--- config.mk ---
export PLATFORM = sky130hd
export DESIGN_NAME = sub_serial_flat
export DESIGN_NICKNAME = d
export VERILOG_FILES = /design/src/rtl/sub_serial_if.sv /design/src/rtl/sub_serial.sv /design/src/flat_wrapper.sv
export SDC_FILE = /design/constraint.sdc
export NUM_CORES = 1
export LEC_CHECK = 0
export CAP_MARGIN = 20
export CORE_MARGIN = 3
export CORE_UTILIZATION = 50
export CTS_BUF_LIST = sky130_fd_sc_hd__clkbuf_16
export DETAILED_ROUTE_END_ITERATION = 16
export PLACE_DENSITY = 0.84
export SLEW_MARGIN = 20
export SYNTH_ARGS = -nofsm -noshare
export SYNTH_HDL_FRONTEND = slang
export SYNTH_SLANG_ARGS = --single-unit
--- constraint.sdc ---
create_clock -name clk -period 2.8 [get_ports clk]
set_input_delay 0.56 -clock clk [delete_from_list [all_inputs] [get_ports clk]]
set_output_delay 0.56 -clock clk [all_outputs]
set_load 0.01 [all_outputs]
--- src/rtl/sub_serial_if.sv ---
// sub_serial_if: start/operand/result bundle for sub_serial.
// Carries the borrow-in bit bi when SUB_SERIAL_BIN_EN is defined.
interface sub_serial_if #(
    parameter int WIDTH = 32
);
    logic             start, busy, done, bo, ov;
    logic [WIDTH-1:0] a, b, d;
`ifdef SUB_SERIAL_BIN_EN
    logic             bi;
    modport master(output start, a, b, bi, input busy, done, d, bo, ov);
    modport slave(input start, a, b, bi, output busy, done, d, bo, ov);
`else
    modport master(output start, a, b, input busy, done, d, bo, ov);
    modport slave(input start, a, b, output busy, done, d, bo, ov);
`endif
endinterface

--- src/rtl/sub_serial.sv ---
// sub_serial: bit-serial two's-complement subtractor d = a - b, LSB first, start/done handshake.
// Define SUB_SERIAL_BIN_EN to add the borrow-in port bi (d = a - b - bi).
module sub_serial #(
    parameter int WIDTH = 32
) (
    input  logic        clk,
    input  logic        clrn,
    sub_serial_if.slave s
);
    localparam int CW = $clog2(WIDTH) + 1;
    typedef enum logic [1:0] {IDLE, RUN, DONE} state_t;
    state_t           r_state;
    logic [WIDTH-1:0] r_sa, r_sb, r_d;
    logic [CW-1:0]    r_cnt;
    logic             r_br, r_amsb, r_bmsb, r_busy, r_done, r_bo, r_ov;
    logic             w_dbit, w_br_next, w_bin;
    assign w_dbit    = r_sa[0] ^ r_sb[0] ^ r_br;
    assign w_br_next = (~r_sa[0] & r_sb[0]) | (~r_sa[0] & r_br) | (r_sb[0] & r_br);
`ifdef SUB_SERIAL_BIN_EN
    assign w_bin = s.bi;
`else
    assign w_bin = 1'b0;
`endif
    assign s.busy = r_busy;
    assign s.done = r_done;
    assign s.d    = r_d;
    assign s.bo   = r_bo;
    assign s.ov   = r_ov;
    // SA doubles as the working result register: difference bits enter at the MSB
    // as minuend bits leave at the LSB, so d stays untouched until completion.
    always_ff @(posedge clk or negedge clrn) begin
        if (!clrn) begin
            r_state <= IDLE;
            r_sa    <= '0;
            r_sb    <= '0;
            r_d     <= '0;
            r_cnt   <= '0;
            r_br    <= 1'b0;
            r_amsb  <= 1'b0;
            r_bmsb  <= 1'b0;
            r_busy  <= 1'b0;
            r_done  <= 1'b0;
            r_bo    <= 1'b0;
            r_ov    <= 1'b0;
        end else begin
            case (r_state)
                IDLE: if (s.start) begin
                    r_sa    <= s.a;
                    r_sb    <= s.b;
                    r_br    <= w_bin;
                    r_cnt   <= '0;
                    r_amsb  <= s.a[WIDTH-1];
                    r_bmsb  <= s.b[WIDTH-1];
                    r_busy  <= 1'b1;
                    r_state <= RUN;
                end
                RUN: begin
                    r_sa  <= {w_dbit, r_sa[WIDTH-1:1]};
                    r_sb  <= r_sb >> 1;
                    r_br  <= w_br_next;
                    r_cnt <= r_cnt + CW'(1);
                    if (r_cnt == CW'(WIDTH - 1)) begin
                        r_d     <= {w_dbit, r_sa[WIDTH-1:1]};
                        r_bo    <= w_br_next;
                        r_ov    <= (r_amsb != r_bmsb) & (w_dbit != r_amsb);
                        r_done  <= 1'b1;
                        r_state <= DONE;
                    end
                end
                DONE: begin
                    r_done  <= 1'b0;
                    r_busy  <= 1'b0;
                    r_state <= IDLE;
                end
                default: r_state <= IDLE;
            endcase
        end
    end
endmodule

--- src/flat_wrapper.sv ---
// flat-port wrapper written by rule: the top's interface ports become plain ports
module sub_serial_flat 
#(
    parameter int WIDTH = 32
)
  (clk, clrn, s_start, s_a, s_b, s_busy, s_done, s_d, s_bo, s_ov);
  sub_serial_if #(.WIDTH(WIDTH)) s_i ();
  input  logic clk;
  input  logic clrn;
  input wire logic [$bits(s_i.start)-1:0] s_start;
  input wire logic [$bits(s_i.a)-1:0] s_a;
  input wire logic [$bits(s_i.b)-1:0] s_b;
  output wire logic [$bits(s_i.busy)-1:0] s_busy;
  output wire logic [$bits(s_i.done)-1:0] s_done;
  output wire logic [$bits(s_i.d)-1:0] s_d;
  output wire logic [$bits(s_i.bo)-1:0] s_bo;
  output wire logic [$bits(s_i.ov)-1:0] s_ov;
  assign s_i.start = s_start;
  assign s_i.a = s_a;
  assign s_i.b = s_b;
  assign s_busy = s_i.busy;
  assign s_done = s_i.done;
  assign s_d = s_i.d;
  assign s_bo = s_i.bo;
  assign s_ov = s_i.ov;
  sub_serial #(.WIDTH(WIDTH)) u_core (.clk(clk), .clrn(clrn), .s(s_i));
endmodule
==> qor.yml <==
ios: 103
fin_cells: 681
finalInstanceArea_um2: 6506
slew-limit-headroom: 0.5719
ant_nets: 0
hold_viol_final: 0
clock-root-buffer: "clkbuf_16"
synthAdderAreaFrac: 0.006318
ys_seq_area_frac: 0.5395
ys_ff_latch: 111
total_power_mw: 6.272
synth_cell_types: 35
first_global_vias: 3732
rsz0062_at_grt: "false"
dieWidth_um: 107.5
vias_per_cell: 5.747
synth_largest_area_cell: "dfrtp_1"
grt_max_degree: 71
cts_tree: "built"
cellInternalPower_mw: 4.194
fp.coreArea_um2: 9910
syn_avg_cell_area_um2: 11.22
synthMuxAreaShare: 0.1023
antenna_found_initial: 0
crit_type: "flip-flop to flip-flop"
port_buffers: 102
drc_errors: 0
antenna_cells: 0
p_switching_mw: 2.077
synth_top_family_by_area: "compound AO/OA/AOI/OAI gates"
vdd_drop_max_mv: 0.4027
setup_viol: 0
fillers: 758
comb_power_share: 0.354
first_iter_violations: 314
worstSetupStartpointType: "flip-flop"
dp.cells: 666
final_common_cell: "dfrtp_1"
arrival_ns: 2.27
fmaxAchievable_mhz: 499.9
grt_pass1_wl_um: 18780
netlist_area_um2: 5149
drt_pass1_iterations: 4
yosysWarningCount: 0
status: "finished clean"
grt_usage: 0.2022
die_h_um: 107.5
synth-simple-area-share: 0.09380
post_cts_resized: 0
finalWirelength_um: 11500
cellPowerDensity_nw_per_um2: 963.9
fin_nets: 613
path_clk_slew_ns: 0.07
cts_sinks: 111
final_layout_size_suffix_gt1_frac: 0.1332
post_cts_buffers: 0
initial_core_util: 0.5196
rows: 36
worst_pin_slew_ns: 0.6408
wl_per_cell_um: 16.88
cts_buffer_depth: 2
p_seq_frac: 0.452
final_cell_mix: "109 x dfrtp_1, 100 x clkdlybuf4s50_1, 61 x a22oi_1"
die-area_um2: 11550
syn_nets: 528
synth_top_area_frac: 0.5395
fin_crit_sh: 0.7145
min_path_type: "input pin to async pin"
p_sw_frac: 0.3312
yosys-top-cells-area: "dfrtp_1 54%, a22oi_1 8.9%, mux2_4 7.9%"
cts_hold_buffers: 0
worstPathMaxFanout: 29
p_leak_nw: 2.742
grt-ovfl-total: 0
seq_area_um2: 2780
synthXorXnorAreaFrac: 0
area_delta_synth_final_pct: 26.37
vias: 3914
maxSlewViolCount: 0
clkPwrFrac: 0.194
fin_crit_ns: 2.000
hpwl_um: 7676
gp_congestion: 0.7953
multi_input_area_um2: 2161
cts_htree_levels: 3
setup_tns_ns: 0
cp-end-kind: "flip-flop"
cts_made_buffers: 9
dpl-instance-area_um2: 6227
fin_worst_skew_ns: 0.008003
syn_inst: 459
rrSetupSlack_ns: 0.80
clock_latency_ns: 0.35
synth_compound_area_frac: 0.2131
max_cap_viol_count: 0
worstPathRequired_ns: 3.07
==> flip-flops by register name (all words and copies together) (netlist names), 2 cells and up <==
| name | count |
|---|---|
| u_core.r_sb | 32 |
| u_core.r_sa | 32 |
| u_core.r_cnt | 6 |
| u_core.r_state | 2 |
| u_core.s.d | 32 |
==> logic make-up after synthesis <==
logic type | count (synthesis)
flops | 111
buf+inv | 42
mux | 38
compound gates | 182
fa+ha+maj | 2
simple gates | 84
==> cell usage after synthesis <==
cell / count
a21o_1: 1
a21oi_1: 43
a22o_1: 3
a22oi_1: 61
a2bb2oi_1: 2
a31oi_1: 2
and3_1: 1
and3b_1: 1
buf_1: 1
buf_12: 3
buf_2: 14
buf_6: 1
clkbuf_1: 20
dfrtp_1: 111
fa_1: 1
ha_1: 1
inv_1: 3
mux2_2: 9
mux2_4: 27
mux2i_1: 2
nand2_1: 26
nand2b_1: 4
nand2b_4: 1
nand3_1: 1
nand3_2: 1
nand4_1: 1
nor2_1: 3
nor2b_1: 44
nor4b_4: 1
o21a_1: 1
o21ai_0: 57
o21ai_1: 9
o21bai_1: 1
o22ai_1: 1
o311ai_0: 1
==> critical path: stages, from the launching register on <==
cell and delay [ns]:
dfrtp_2 0.72, nor2b_4 0.67, buf_4 0.33, a22oi_1 0.09, o21ai_0 0.10
==> final cells by class <==
cell class                 count  share of cell area
multi-input combinational    306              0.3321
timing repair buffer         113              0.1704
clock buffer                   9             0.03462
tap                          133             0.02558
inverter                       3            0.001731
clock inverter                 6            0.008269
sequential                   111              0.4273
==> layer usage <==
| layer | global-route usage | vias to the layer above | routed length (um) |
|---|---|---|---|
| li1 | - | 1827 | - |
| met1 | 0.2842 | 1937 | 5036 |
| met2 | 0.3141 | 125 | 5571 |
| met3 | 0.03059 | 25 | 547 |
| met4 | 0.08656 | 0 | 343 |
| met5 | 0 | - | 0 |
==> metrics by stage <==
step	util	setup slack (ns)	hold slack (ns)
2_1_floorplan	-	1.176	0.2644
3_3_place_gp	0.6284	0.8436	0.4650
3_5_place_dp	0.6284	0.7721	0.4914
4_1_cts	0.6566	0.8116	0.2148
5_1_grt	0.6566	0.6092	0.2363
6_report	0.6566	0.7995	0.1928
==> path summary, 6_finish.rpt <==
check / from / to / cells after the start
worst max-delay path: u_core.r_state[0] / u_core.r_sb[10] / 4
worst min-delay path: clrn / u_core.s.d[4] / 1
worst max register to register: u_core.r_state[0] / u_core.r_sb[10] / 4
worst min register to register: u_core.s.busy / u_core.s.busy / 1
max in group asynchronous: clrn / u_core.r_state[0] / 2
min in group clk: u_core.s.busy / u_core.s.busy / 1
==> power by group through the flow <==
| stage | clock (mW) | sequential [mW] | combinational, mW |
|---|---|---|---|
| final | 1.22 | 2.84 | 2.22 |
| after global routing | 1.30 | 2.93 | 2.45 |
| after CTS | 1.23 | 2.83 | 2.24 |
| after detailed placement | 0 | 2.85 | 2.23 |
| after global placement | 0 | 2.81 | 2.15 |
| after floorplan | 0 | 2.78 | 1.38 |
Power figures use the tool's default switching activity.
